<file path="config.mk">
export PLATFORM = sky130hd
export DESIGN_NAME = axi_burst_arbiter_flat
export DESIGN_NICKNAME = d
export VERILOG_FILES = /design/src/rtl/axi_burst_arbiter_if.sv /design/src/rtl/axi_burst_arbiter.sv /design/src/flat_wrapper.sv
export SDC_FILE = /design/constraint.sdc
export NUM_CORES = 1
export LEC_CHECK = 0
export BUFFER_PORTS_ARGS = -buffer_cell sky130_fd_sc_hd__clkbuf_2
export CORE_ASPECT_RATIO = 1.5
export CORE_MARGIN = 3
export CORE_UTILIZATION = 30
export DETAILED_ROUTE_END_ITERATION = 10
export GPL_TIMING_DRIVEN = 1
export PLACE_DENSITY = 0.61
export SLEW_MARGIN = 20
export SYNTH_ARGS = -nofsm -noshare
export SYNTH_HDL_FRONTEND = slang
export SYNTH_SLANG_ARGS = --single-unit
</file>
<file path="constraint.sdc">
create_clock -name aclk -period 2.25 [get_ports aclk]
set_input_delay 0.3375 -clock aclk [delete_from_list [all_inputs] [get_ports aclk]]
set_output_delay 0.3375 -clock aclk [all_outputs]
set_load 0.05 [all_outputs]
</file>
<file path="src/rtl/axi_burst_arbiter_if.sv">
// Command/completion bundle between two burst requesters, the arbiter and the AXI master datapath.
// The master modport is the arbiter's view; slave is the view of everything around it.
interface axi_burst_arbiter_if #(
    parameter int AXI_ADDR_WIDTH = 32
);
    logic                      req0_valid;
    logic                      req0_ready;
    logic                      req0_write;
    logic [AXI_ADDR_WIDTH-1:0] req0_addr;
    logic [7:0]                req0_len;
    logic [1:0]                req0_burst;
    logic                      req1_valid;
    logic                      req1_ready;
    logic                      req1_write;
    logic [AXI_ADDR_WIDTH-1:0] req1_addr;
    logic [7:0]                req1_len;
    logic [1:0]                req1_burst;
    logic                      done0;
    logic                      err0;
    logic                      done1;
    logic                      err1;
    logic                      cmd_valid;
    logic                      cmd_ready;
    logic                      cmd_write;
    logic [AXI_ADDR_WIDTH-1:0] cmd_addr;
    logic [7:0]                cmd_len;
    logic [1:0]                cmd_burst;
    logic                      rd_done;
    logic                      wr_done;
    logic [1:0]                resp;
    logic                      grant_id;
    logic                      busy;

    modport master (
        input  req0_valid, req0_write, req0_addr, req0_len, req0_burst,
        input  req1_valid, req1_write, req1_addr, req1_len, req1_burst,
        input  cmd_ready, rd_done, wr_done, resp,
        output req0_ready, req1_ready, done0, err0, done1, err1,
        output cmd_valid, cmd_write, cmd_addr, cmd_len, cmd_burst,
        output grant_id, busy
    );

    modport slave (
        output req0_valid, req0_write, req0_addr, req0_len, req0_burst,
        output req1_valid, req1_write, req1_addr, req1_len, req1_burst,
        output cmd_ready, rd_done, wr_done, resp,
        input  req0_ready, req1_ready, done0, err0, done1, err1,
        input  cmd_valid, cmd_write, cmd_addr, cmd_len, cmd_burst,
        input  grant_id, busy
    );
endinterface

</file>
<file path="src/rtl/axi_burst_arbiter.sv">
// Two-requester round-robin arbiter keeping a single AXI burst outstanding,
// with per-burst completion/error reporting and a WAIT_DONE timeout.
module axi_burst_arbiter #(
    parameter int AXI_ADDR_WIDTH = 32,
    parameter int TIMEOUT_CYCLES = 4095
) (
    input logic               aclk,
    input logic               aresetn,
    axi_burst_arbiter_if.master bus
);
    localparam logic [15:0] TMO = 16'(TIMEOUT_CYCLES);

    typedef enum logic [1:0] {IDLE, ISSUE, WAIT_DONE, RESP} state_t;

    state_t                    r_state;
    state_t                    w_state_nxt;
    logic                      r_req0_ready;
    logic                      r_req1_ready;
    logic                      r_grant;
    logic                      r_last;
    logic                      r_last_vld;
    logic                      r_err;
    logic [15:0]               r_cnt;
    logic                      r_cmd_write;
    logic [AXI_ADDR_WIDTH-1:0] r_cmd_addr;
    logic [7:0]                r_cmd_len;
    logic [1:0]                r_cmd_burst;

    logic                      w_any;
    logic                      w_win;
    logic                      w_cmplt;
    logic                      w_tmo;
    logic [15:0]               w_cnt_nxt;

    assign w_any = bus.req0_valid | bus.req1_valid;

    // With no completed burst since reset, requester 0 wins a tie.
    always_comb begin
        w_win = bus.req1_valid;
        if (bus.req0_valid && bus.req1_valid)
            w_win = r_last_vld ? ~r_last : 1'b0;
    end

    assign w_cmplt   = r_cmd_write ? bus.wr_done : bus.rd_done;
    assign w_cnt_nxt = r_cnt + 16'd1;
    assign w_tmo     = (w_cnt_nxt == TMO);

    always_ff @(posedge aclk) begin
        if (!aresetn) r_state <= IDLE;
        else          r_state <= w_state_nxt;
    end

    always_comb begin
        w_state_nxt = r_state;
        case (r_state)
            IDLE:      if (w_any)                w_state_nxt = ISSUE;
            ISSUE:     if (bus.cmd_ready)        w_state_nxt = WAIT_DONE;
            WAIT_DONE: if (w_cmplt || w_tmo)     w_state_nxt = RESP;
            RESP:                                w_state_nxt = IDLE;
            default:                             w_state_nxt = IDLE;
        endcase
    end

    always_ff @(posedge aclk) begin
        if (!aresetn) begin
            r_req0_ready <= 1'b0;
            r_req1_ready <= 1'b0;
            r_grant      <= 1'b0;
            r_last       <= 1'b0;
            r_last_vld   <= 1'b0;
            r_err        <= 1'b0;
            r_cnt        <= 16'd0;
            r_cmd_write  <= 1'b0;
            r_cmd_addr   <= '0;
            r_cmd_len    <= 8'd0;
            r_cmd_burst  <= 2'd0;
        end else begin
            r_req0_ready <= 1'b0;
            r_req1_ready <= 1'b0;
            case (r_state)
                IDLE: begin
                    if (w_any) begin
                        r_req0_ready <= ~w_win;
                        r_req1_ready <= w_win;
                        r_grant      <= w_win;
                        r_err        <= 1'b0;
                        r_cmd_write  <= w_win ? bus.req1_write : bus.req0_write;
                        r_cmd_addr   <= w_win ? bus.req1_addr  : bus.req0_addr;
                        r_cmd_len    <= w_win ? bus.req1_len   : bus.req0_len;
                        r_cmd_burst  <= w_win ? bus.req1_burst : bus.req0_burst;
                    end
                end
                ISSUE: begin
                    if (bus.cmd_ready) r_cnt <= 16'd0;
                end
                WAIT_DONE: begin
                    // Completion beats a timeout landing on the same cycle.
                    if (w_cmplt)    r_err <= (bus.resp != 2'b00);
                    else if (w_tmo) r_err <= 1'b1;
                    else            r_cnt <= w_cnt_nxt;
                end
                RESP: begin
                    r_last     <= r_grant;
                    r_last_vld <= 1'b1;
                end
                default: ;
            endcase
        end
    end

    assign bus.req0_ready = r_req0_ready;
    assign bus.req1_ready = r_req1_ready;
    assign bus.cmd_valid  = (r_state == ISSUE);
    assign bus.cmd_write  = r_cmd_write;
    assign bus.cmd_addr   = r_cmd_addr;
    assign bus.cmd_len    = r_cmd_len;
    assign bus.cmd_burst  = r_cmd_burst;
    assign bus.grant_id   = r_grant;
    assign bus.busy       = (r_state != IDLE);
    assign bus.done0      = (r_state == RESP) & ~r_grant;
    assign bus.done1      = (r_state == RESP) &  r_grant;
    assign bus.err0       = bus.done0 & r_err;
    assign bus.err1       = bus.done1 & r_err;
endmodule

</file>
<file path="src/flat_wrapper.sv">
// flat-port wrapper written by rule: the top's interface ports become plain ports
module axi_burst_arbiter_flat 
#(
    parameter int AXI_ADDR_WIDTH = 32,
    parameter int TIMEOUT_CYCLES = 4095
)
  (aclk, aresetn, bus_req0_valid, bus_req0_write, bus_req0_addr, bus_req0_len, bus_req0_burst, bus_req1_valid, bus_req1_write, bus_req1_addr, bus_req1_len, bus_req1_burst, bus_cmd_ready, bus_rd_done, bus_wr_done, bus_resp, bus_req0_ready, bus_req1_ready, bus_done0, bus_err0, bus_done1, bus_err1, bus_cmd_valid, bus_cmd_write, bus_cmd_addr, bus_cmd_len, bus_cmd_burst, bus_grant_id, bus_busy);
  axi_burst_arbiter_if #(.AXI_ADDR_WIDTH(AXI_ADDR_WIDTH)) bus_i ();
  input logic aclk;
  input logic aresetn;
  input wire logic [$bits(bus_i.req0_valid)-1:0] bus_req0_valid;
  input wire logic [$bits(bus_i.req0_write)-1:0] bus_req0_write;
  input wire logic [$bits(bus_i.req0_addr)-1:0] bus_req0_addr;
  input wire logic [$bits(bus_i.req0_len)-1:0] bus_req0_len;
  input wire logic [$bits(bus_i.req0_burst)-1:0] bus_req0_burst;
  input wire logic [$bits(bus_i.req1_valid)-1:0] bus_req1_valid;
  input wire logic [$bits(bus_i.req1_write)-1:0] bus_req1_write;
  input wire logic [$bits(bus_i.req1_addr)-1:0] bus_req1_addr;
  input wire logic [$bits(bus_i.req1_len)-1:0] bus_req1_len;
  input wire logic [$bits(bus_i.req1_burst)-1:0] bus_req1_burst;
  input wire logic [$bits(bus_i.cmd_ready)-1:0] bus_cmd_ready;
  input wire logic [$bits(bus_i.rd_done)-1:0] bus_rd_done;
  input wire logic [$bits(bus_i.wr_done)-1:0] bus_wr_done;
  input wire logic [$bits(bus_i.resp)-1:0] bus_resp;
  output wire logic [$bits(bus_i.req0_ready)-1:0] bus_req0_ready;
  output wire logic [$bits(bus_i.req1_ready)-1:0] bus_req1_ready;
  output wire logic [$bits(bus_i.done0)-1:0] bus_done0;
  output wire logic [$bits(bus_i.err0)-1:0] bus_err0;
  output wire logic [$bits(bus_i.done1)-1:0] bus_done1;
  output wire logic [$bits(bus_i.err1)-1:0] bus_err1;
  output wire logic [$bits(bus_i.cmd_valid)-1:0] bus_cmd_valid;
  output wire logic [$bits(bus_i.cmd_write)-1:0] bus_cmd_write;
  output wire logic [$bits(bus_i.cmd_addr)-1:0] bus_cmd_addr;
  output wire logic [$bits(bus_i.cmd_len)-1:0] bus_cmd_len;
  output wire logic [$bits(bus_i.cmd_burst)-1:0] bus_cmd_burst;
  output wire logic [$bits(bus_i.grant_id)-1:0] bus_grant_id;
  output wire logic [$bits(bus_i.busy)-1:0] bus_busy;
  assign bus_i.req0_valid = bus_req0_valid;
  assign bus_i.req0_write = bus_req0_write;
  assign bus_i.req0_addr = bus_req0_addr;
  assign bus_i.req0_len = bus_req0_len;
  assign bus_i.req0_burst = bus_req0_burst;
  assign bus_i.req1_valid = bus_req1_valid;
  assign bus_i.req1_write = bus_req1_write;
  assign bus_i.req1_addr = bus_req1_addr;
  assign bus_i.req1_len = bus_req1_len;
  assign bus_i.req1_burst = bus_req1_burst;
  assign bus_i.cmd_ready = bus_cmd_ready;
  assign bus_i.rd_done = bus_rd_done;
  assign bus_i.wr_done = bus_wr_done;
  assign bus_i.resp = bus_resp;
  assign bus_req0_ready = bus_i.req0_ready;
  assign bus_req1_ready = bus_i.req1_ready;
  assign bus_done0 = bus_i.done0;
  assign bus_err0 = bus_i.err0;
  assign bus_done1 = bus_i.done1;
  assign bus_err1 = bus_i.err1;
  assign bus_cmd_valid = bus_i.cmd_valid;
  assign bus_cmd_write = bus_i.cmd_write;
  assign bus_cmd_addr = bus_i.cmd_addr;
  assign bus_cmd_len = bus_i.cmd_len;
  assign bus_cmd_burst = bus_i.cmd_burst;
  assign bus_grant_id = bus_i.grant_id;
  assign bus_busy = bus_i.busy;
  axi_burst_arbiter #(.AXI_ADDR_WIDTH(AXI_ADDR_WIDTH), .TIMEOUT_CYCLES(TIMEOUT_CYCLES)) u_core (.aclk(aclk), .aresetn(aresetn), .bus(bus_i));
endmodule
</file>
After elaboration in Yosys (flattened, before gate mapping):

Index checks and enable logic that the tools add are counted.

* register bits: 67
* input bits: 95
* output and inout bits: 52
* word-level logic and storage cells: 62

* add/sub/neg operators: 1
* equality and inequality tests: 10
* mux-type cells: 19
* bitwise logic cells: 8
* reduce and logical (&&, ||, !) cells: 12

Operator list (count)
* 16-bit 2-to-1 mux: 3
* 32-bit 2-to-1 mux: 1
* 16-bit case mux with 2 select lines: 1
* 16-bit by 1-bit adder with 16-bit output (second input constant): 1
* 16-bit by 12-bit equality test with 1-bit output (second input constant): 1
* 3-bit AND reduction: 3
* 2-bit 2-to-1 mux: 4
* 8-bit 2-to-1 mux: 1
* 2-bit case mux with 4 select lines: 1
* 2-bit nonzero test: 4
* 1-bit 2-to-1 mux: 7
* 2-bit inequality test (second input constant): 3
* 1-bit bitwise AND: 4
* 2-bit equality test (second input constant): 2
* 2-bit by 1-bit inequality test with 1-bit output (second input constant): 2
* 4-bit AND reduction: 1
* 3-bit by 1-bit inequality test with 1-bit output (second input constant): 1
* 1-bit inverter: 3
* 2-bit by 1-bit equality test with 1-bit output (second input constant): 1
* 2-bit zero test: 1
* 1-bit case mux with 2 select lines: 1
* 2-bit AND reduction: 1
* 1-bit logical AND: 1
* 1-bit logical OR: 1
* 1-bit OR: 1

Longest topological paths before layout:

Gate-level depths: netlist of run 1.

* depth after elaboration: 5
* gate-level depth with buffers: 10
* depth with buffers taken out: 8

Worst setup path after synthesis of run 1:

Ideal clock, no wire load.

* path kind: register -> register
* start: register u_core.r_cnt[0]
* end: register u_core.r_cnt[15]
* library setup time: 0.130 ns
* arrival: 2.267 ns
* required time: 2.120 ns
* slack: -0.147 ns
* stages on the path, launching flop included: 11
* path buffers: 2
* period minus slack after synthesis: 2.397 ns
* cells stage by stage: dfxtp_1 ha_1 nand3_2 nor4b_1 o211ai_1 a2111o_1 o41ai_2 or3_1 buf_6 buf_12 o22ai_2

* word-level cells in the longest chain between the ends: 4
* elaborated cells on any way between the ends: 7
* those cells by class: add/sub (1); eq/ne (2); mux (3); reduce/logical (1)

Ends and longest elaborated chain
* start, declared: line axi_burst_arbiter.sv:23 `logic [15:0] r_cnt;`
* start signal, assigned: line axi_burst_arbiter.sv:100 `else r_cnt <= w_cnt_nxt;`
* 16-bit by 1-bit adder with 16-bit output *: line axi_burst_arbiter.sv:45 `assign w_cnt_nxt = r_cnt + 16'd1;`
* 16-bit by 12-bit equality test with 1-bit output / 16-bit 2-to-1 mux (equally long branches): line axi_burst_arbiter.sv:46, axi_burst_arbiter.sv:99
* 2-bit inequality test (no line) / 16-bit 2-to-1 mux (equally long branches)
* 4-bit AND reduction (no line) / 16-bit case mux with 2 select lines (equally long branches)

Every way passes the cells marked *; elsewhere a longest branch is shown, timed or not. The select of a mux whose other input is x is not followed.
A chain may end at the register's enable or synchronous reset.

Final worst setup path of run 1:

* start: register u_core.r_cnt[7]
* end: register u_core.r_cnt[10]

Same word-level chain as after synthesis.

==> metrics.txt, run 1 <==
Period Utilization, post-route=104%; core outline area=0.0112 mm2; IO buf count=146; gp weighted congestion=0.860; Clk Latency, worst-skew pair=0.32 ns; combinational fraction of design power=47.2%; RSZ-0062 raised after global routing=true; die outline height=138 um; CTS HTree Levels=3; Inserted Diodes=0; clk sinks=67; Worst Skew=0.00425 ns; CTS tree=yes; register area share after synthesis=38.5%; crit end category=flop; Yosys reg bits=67; relative max-transition margin=58.0%; Synth area leaders=dfxtp_1 38%, mux2i_1 13%, o211a_1 12%, nand2_1 6.3%, o311ai_0 3.0%; post-synth top area cell=dfxtp_1; worst r2r src=u_core.r_cnt[7]; Worst Hold End=u_core.bus.cmd_addr[21]; Psw=0.00257 W; r2r endpoint=u_core.r_cnt[10]; switching part of the total power=44.9%; vias in the first global route=3,392; Mapped Area=0.00349 mm2; Ys Warns=0; Post-DP Area=0.00458 mm2; Top cell by count, worst path=buf_6; Reg power frac=28.8%; clock root buffer=clkbuf_16; total CTS buffers=9; Post-DP HPWL=7490 um; largest net degree at the start of global routing=45; Int Power=0.00315 W; Final Worst Setup Slack=-0.0894 ns; Routed WL=9770 um; die area=0.0130 mm2; R2R setup slack=-0.09 ns; hold_sp=bus_req0_addr[21]; FF-to-FF path depth=8; Tot GR Track Use=15.2%; asr flop ratio synth=0%; final instance area=0.00500 mm2; total power=0.00572 W; critical path type=reg -> reg; Avg WL per Cell=14.4 um; Hold Crit Class=in -> reg; drt drc=0; CP max stage delay=0.40 ns; Worst Hold Depth=4; clk buf depth=2; Setup TNS Final=-0.750 ns; Post-synth EDFFs=0; final hold vios=0; Period minus WS final=2.34 ns; IO Pins=147; Post-Syn Nets=463; worst-path cell chain=buf_6, nand4_1, nor4_2, xor2_1, o41ai_4, or3_4, buf_6, o31ai_1; post-synth cell types=47; DRT iter0 DRCs=88; Peak VDD IR=0.621 mV; Area Growth Syn to Fin=43.2%; CP arrival=2.57 ns; Max Cap Viol=0; drt first pass iters=4; Worst EP required=2.48 ns; Crit Path Max Fanout=5; Routed Antenna Nets=0; DIE WIDTH=94.0 um; global-route wire length before repair=15,900 um; Most used DFF post-synth=dfxtp_1; crit start category=flop; P_leak=2.56 nW; Syn Area/Cell=9.64 um2; Final setup viols=15; Starting Density=31.2%; # rows=47; status=finished, violations left; Clock power frac=24.0%; Slew @ Worst Pin=0.630 ns; Fin Hold WS=0.358 ns; Vias/cell=4.97; Vias=3,371; Final nets=627; failing checks=negative setup slack; maximum clock rate=427 MHz; share of cells above drive strength 1=43.3%; clock slew at reported path FFs=0.06 ns; Slowest-stage cell, CP=or3_4; top-area cell type share of the netlist area=38.5%; initial antenna violation count=0; pwr dens=1140 mW/mm2; GRT overflow=0; Cells after Synth=362; fin. max-slew vios=0
## cells in the mapped netlist, types with 2 or more instances
library cell / number
dfxtp_1: 67
nand2_1: 59
mux2i_1: 45
o211a_1: 43
clkbuf_1: 17
o311ai_0: 12
nor2_1: 9
inv_1: 7
nand3_1: 7
o31ai_2: 7
ha_1: 6
nand4_1: 6
o31ai_1: 6
and3_1: 5
buf_2: 5
buf_4: 5
o21a_1: 5
nor2b_1: 4
nor4_1: 3
o211ai_1: 3
xnor2_1: 3
a21boi_0: 2
a21oi_1: 2
a31oi_1: 2
and2_1: 2
and4_1: 2
buf_1: 2
nand2b_1: 2
nor3_1: 2
o21ai_1: 2
o22ai_2: 2
or3_1: 2
xor2_1: 2
## registers in the layout (all words and copies together), names as in the netlist
register	count
u_core.bus.cmd_addr	32
u_core.r_cnt	16
u_core.bus.cmd_len	8
u_core.bus.cmd_burst	2
u_core.r_state	2
u_core.bus.cmd_write	1
u_core.bus.grant_id	1
u_core.bus.req0_ready	1
u_core.bus.req1_ready	1
u_core.r_err	1
u_core.r_last	1
u_core.r_last_vld	1
## per-layer routing
layer  GRT usage (%)  routed length (um)  up-vias
li1                -                   -     1679
met1            16.5                3780     1563
met2            27.2                5140      112
met3            3.64                 587       17
met4            6.70                 260        0
met5               0                   0        -
## cells by family after synthesis
kind of cell / synth area share, %
xor gates and xnor gates: 1.26
and+or+nand+nor: 14.5
muxes: 12.9
adders and majority gates: 2.15
AOI/OAI and AO/OA: 25.3
buffers and inverters: 5.49
DFF: 38.5
## worst max path at each step
stage / start / endpoint / slack [ns] / depth (start not counted)
after floorplan: u_core.r_cnt[1] / u_core.r_cnt[15] / -0.03 / 10
after global placement: u_core.r_cnt[1] / u_core.r_cnt[1] / -0.11 / 9
after detailed placement: u_core.r_cnt[1] / u_core.r_cnt[1] / -0.13 / 9
after CTS: u_core.r_cnt[0] / u_core.r_cnt[1] / -0.04 / 9
after global routing: u_core.r_cnt[7] / u_core.r_cnt[13] / -0.16 / 8
final: u_core.r_cnt[7] / u_core.r_cnt[10] / -0.09 / 8
## layout make-up
type	instances	area [um2]
repair buffers	184	1070
fillers	1103	6180
flip-flops and latches	67	1360
well taps	147	184
multi-input cells	257	2060
inverters	7	26.3
clock inverters	6	63.8
clock buffers	10	229
## power groups by stage
stage	clock network [W]	logic [W]	registers, W
4_1_cts	0.00142	0.00272	0.00165
2_1_floorplan	0	0.00103	0.00258
6_report	0.00137	0.00270	0.00165
3_5_place_dp	0	0.00269	0.00167
5_1_grt	0.00146	0.00289	0.00168
3_3_place_gp	0	0.00265	0.00166
## stage by stage
| stage | cells | util [%] | setup slack (ns) |
|---|---|---|---|
| floorplan | 362 | - | -0.0269 |
| global placement | 658 | 41.0 | -0.107 |
| detailed placement | 658 | 41.0 | -0.131 |
| CTS | 677 | 44.4 | -0.0409 |
| global route | 678 | 44.7 | -0.162 |
| finish | 678 | 44.7 | -0.0894 |
## cell usage in the layout (no fill, tap or decap), drive strengths merged, types with 4 or more instances in the layout
| cell | Yosys | layout |
|---|---|---|
| and3 | 5 | 5 |
| buf | 14 | 38 |
| clkbuf | 17 | 156 |
| dfxtp | 67 | 67 |
| ha | 6 | 6 |
| inv | 7 | 9 |
| mux2i | 45 | 45 |
| nand2 | 59 | 59 |
| nand3 | 8 | 8 |
| nand4 | 6 | 6 |
| nor2 | 9 | 9 |
| nor2b | 4 | 4 |
| o211a | 43 | 43 |
| o21a | 5 | 5 |
| o21ai | 4 | 4 |
| o311ai | 12 | 12 |
| o31ai | 13 | 13 |
## worst max-delay path: cells and delay by family, from the launching register on
kind / cells / cell delay [ns]
simple gates: 3 / 0.97
compound gates: 2 / 0.37
xor+xnor: 1 / 0.31
buf+inv: 2 / 0.26
flops: 1 / 0.35
## what timing repair did
action	4_1_cts	5_1_grt
gates resized for setup	20	10
buffers inserted	2	1
hold buffers	0	0
setup endpoints to repair	19	19
gates cloned	1	0
pin swaps	8	7
(Power assumes the default switching activity.)
==> inputs of run 2 (changes only) <==
Settings changed: ABC_AREA set to 1.
==> metrics.txt, run 2 <==
gp weighted congestion=0.925 (+7.6%); Post-synth EDFFs=0 (unchanged); crit start category=flop; P_leak=2.33 nW (-9.3%); die area=0.0132 mm2 (+1.3%); Avg WL per Cell=13.0 um (-9.7%); vias in the first global route=3,825 (+13%); post-synth top area cell=dfxtp_1; Buf/Inv on CP=2 (unchanged); Yosys reg bits=67 (unchanged); Routed Antenna Nets=0 (unchanged); IO Pins=147 (unchanged); most frequent cells in the layout=182 x nand2_1, 146 x clkbuf_2, 67 x dfxtp_1, 62 x nor2_1, 46 x o21ai_0; CP max stage delay=0.36 ns (-0.04 ns); Period minus WS final=2.11 ns (-0.227 ns); DRT iter0 DRCs=203 (+130%); # rows=47 (unchanged); Routed WL=10,800 um (+11%); Hold Crit Class=in -> reg; Peak VDD IR=0.744 mV (+20%); worst-path cell chain=buf_4, nand3_1, nor2_2, nand3_1, nand2_1, nand2_1, clkinv_1, nand2_2, nor2_4, nand4_4, nand3_4, nand2_1, nand2_1, nor2_1; relative max-transition margin=48.2% (-9.8 points); IO buf count=146 (unchanged); clk buf depth=2 (unchanged); Slowest-stage cell, CP=dfxtp_1; CTS tree=yes; worst r2r src=u_core.r_cnt[1]; Inserted Diodes=0 (unchanged); Post-Syn Nets=638 (+38%); Area Growth Syn to Fin=35.1%; die outline height=139 um (+0.67%); Starting Density=31.3% (+0.11 points); fin. max-slew vios=0 (unchanged); CP top delay family=simple AND/OR/NAND/NOR gates; clk sinks=67 (unchanged); hold_sp=bus_req1_addr[22]; R2R setup slack=0.14 ns (+0.23 ns); Vias=3,992 (+18%); crit path from=u_core.r_cnt[1]; clock root buffer=clkbuf_16; CP arrival=2.33 ns (-0.24 ns); GRT overflow=0 (unchanged); synth cell count leaders=182 x nand2_1, 67 x dfxtp_1, 63 x nor2_1; maximum clock rate=473 MHz (+11%); Final nets=780 (+24%); Crit Path Max Fanout=14 (+9); Cells after Synth=537 (+48%); Max Cap Viol=0 (unchanged); Syn Area/Cell=6.59 um2 (-32%); Post-DP HPWL=8230 um (+9.9%); Ys Warns=0 (unchanged); asr flop ratio synth=0% (unchanged); Fin Hold WS=0.250 ns (-0.108 ns); initial antenna violation count=0 (unchanged); Vias/cell=4.80 (-3.4%); Period Utilization, post-route=93.9% (-10 points); top-area cell type share of the netlist area=37.9% (-0.53 points); critical path type=reg -> reg; pwr dens=1430 mW/mm2 (+25%); clock slew at reported path FFs=0.06 ns (about the same); total CTS buffers=9 (unchanged); drt first pass iters=5 (+1); Post-DP Area=0.00444 mm2 (-3.0%); global-route wire length before repair=17,600 um (+11%); max FFs per register=32 (unchanged); r2r endpoint=u_core.r_cnt[10]; register area share after synthesis=37.9% (-0.53 points); final hold vios=0 (unchanged); final instance area=0.00478 mm2 (-4.4%); share of cells above drive strength 1=29.1% (-14 points); CTS HTree Levels=3 (unchanged); Slew @ Worst Pin=0.777 ns (+0.146 ns); Top cell by count, worst path=nand2_1; drt drc=0 (unchanged); most frequent cell after synthesis=nand2_1; Worst Skew=0.0106 ns (+0.00637 ns); Setup TNS Final=0 ns (+0.750 ns); DIE WIDTH=94.7 um (+0.65%); largest net degree at the start of global routing=55 (+22%); Synth area leaders=dfxtp_1 38%, nand2_1 19%, a31oi_1 7.6%, nor2_1 6.7%, o21ai_0 6.5%; Worst Hold Depth=3 (-1); status=finished, final reports clean; Worst EP required=2.46 ns (-0.02 ns); Most used DFF post-synth=dfxtp_1; post-synth cell types=29 (-38%); Tot GR Track Use=16.5% (+1.3 points); Worst Hold End=u_core.bus.cmd_addr[22]; core outline area=0.0113 mm2 (+1.1%); most common cell after layout, fill and taps aside=nand2_1; crit end category=flop; RSZ-0062 raised after global routing=true; Mapped Area=0.00354 mm2 (+1.4%); Clk Latency, worst-skew pair=0.33 ns (about the same); FF-to-FF path depth=14 (+6); Post-CTS Repair Setup Buffers=0 (-2); Final setup viols=0 (-15)
-- run 2: kinds of logic (layout without fill, tap and decap cells) --
family                   Yosys count  in the layout  share of synthesized area, %
XOR/XNOR                           1              1                         0.248
AO/OA/AOI/OAI                     99             99                          15.8
adder cells (fa/ha/maj)            6              6                          2.12
flip-flops                        67             67                          37.9
buffers and inverters             66            212                          7.43
AND/OR/NAND/NOR                  298            299                          36.5
-- run 2: power by group --
part	internal, W	switching, W	leakage [nW]
Combinational	0.000939	0.00255	1.63
Sequential	0.00162	0.000305	0.554
Clock	0.000892	0.000523	0.142
Total	0.00345	0.00337	2.33
-- run 2: metal layers --
layer | routed length, um | global-route usage (%)
met5 | 0 | 0
met4 | 273 | 7.45
met3 | 937 | 5.54
met2 | 5220 | 27.9
met1 | 4380 | 18.4
-- run 2: through the flow --
| step | setup WS, ns | power, W | cells | util (%) |
|---|---|---|---|---|
| floorplan | 0.258 | 0.00451 | 537 | - |
| global placement | 0.216 | 0.00532 | 814 | 39.3 |
| detailed placement | 0.137 | 0.00538 | 814 | 39.3 |
| CTS | 0.127 | 0.00684 | 830 | 42.0 |
| global route | -0.0113 | 0.00731 | 831 | 42.3 |
| finish | 0.137 | 0.00682 | 831 | 42.3 |
-- run 2: worst reg2reg max path, stage by stage (launching register included) --
cell      delay (ns)
dfxtp_1         0.36
buf_4           0.15
nand3_1         0.21
nor2_2          0.20
nand3_1         0.09
nand2_1         0.07
nand2_1         0.07
clkinv_1        0.08
nand2_2         0.06
nor2_4          0.12
nand4_4         0.15
nand3_4         0.26
nand2_1         0.08
nand2_1         0.07
nor2_1          0.04
-- run 2: worst max path at each step --
stage | cells past startpoint | to | slack, ns
2_1_floorplan | 1 | bus_err0 | 0.26
3_3_place_gp | 12 | u_core.r_cnt[5] | 0.22
3_5_place_dp | 12 | u_core.r_cnt[14] | 0.14
4_1_cts | 12 | u_core.r_cnt[10] | 0.13
5_1_grt | 14 | u_core.r_cnt[14] | -0.01
6_report | 14 | u_core.r_cnt[10] | 0.14
-- run 2: area by class of cell --
type,count,area [um2]
well taps,147,184
inverters,38,143
fillers,1195,6510
flip-flops and latches,67,1340
repair buffers,158,833
multi-input cells,405,1970
clock buffers,11,243
clock inverters,5,62.6
-- run 2: repair_timing --
action,CTS,global route
hold buffers,0,0
setup endpoints to repair,0,17
resized for setup,0,3
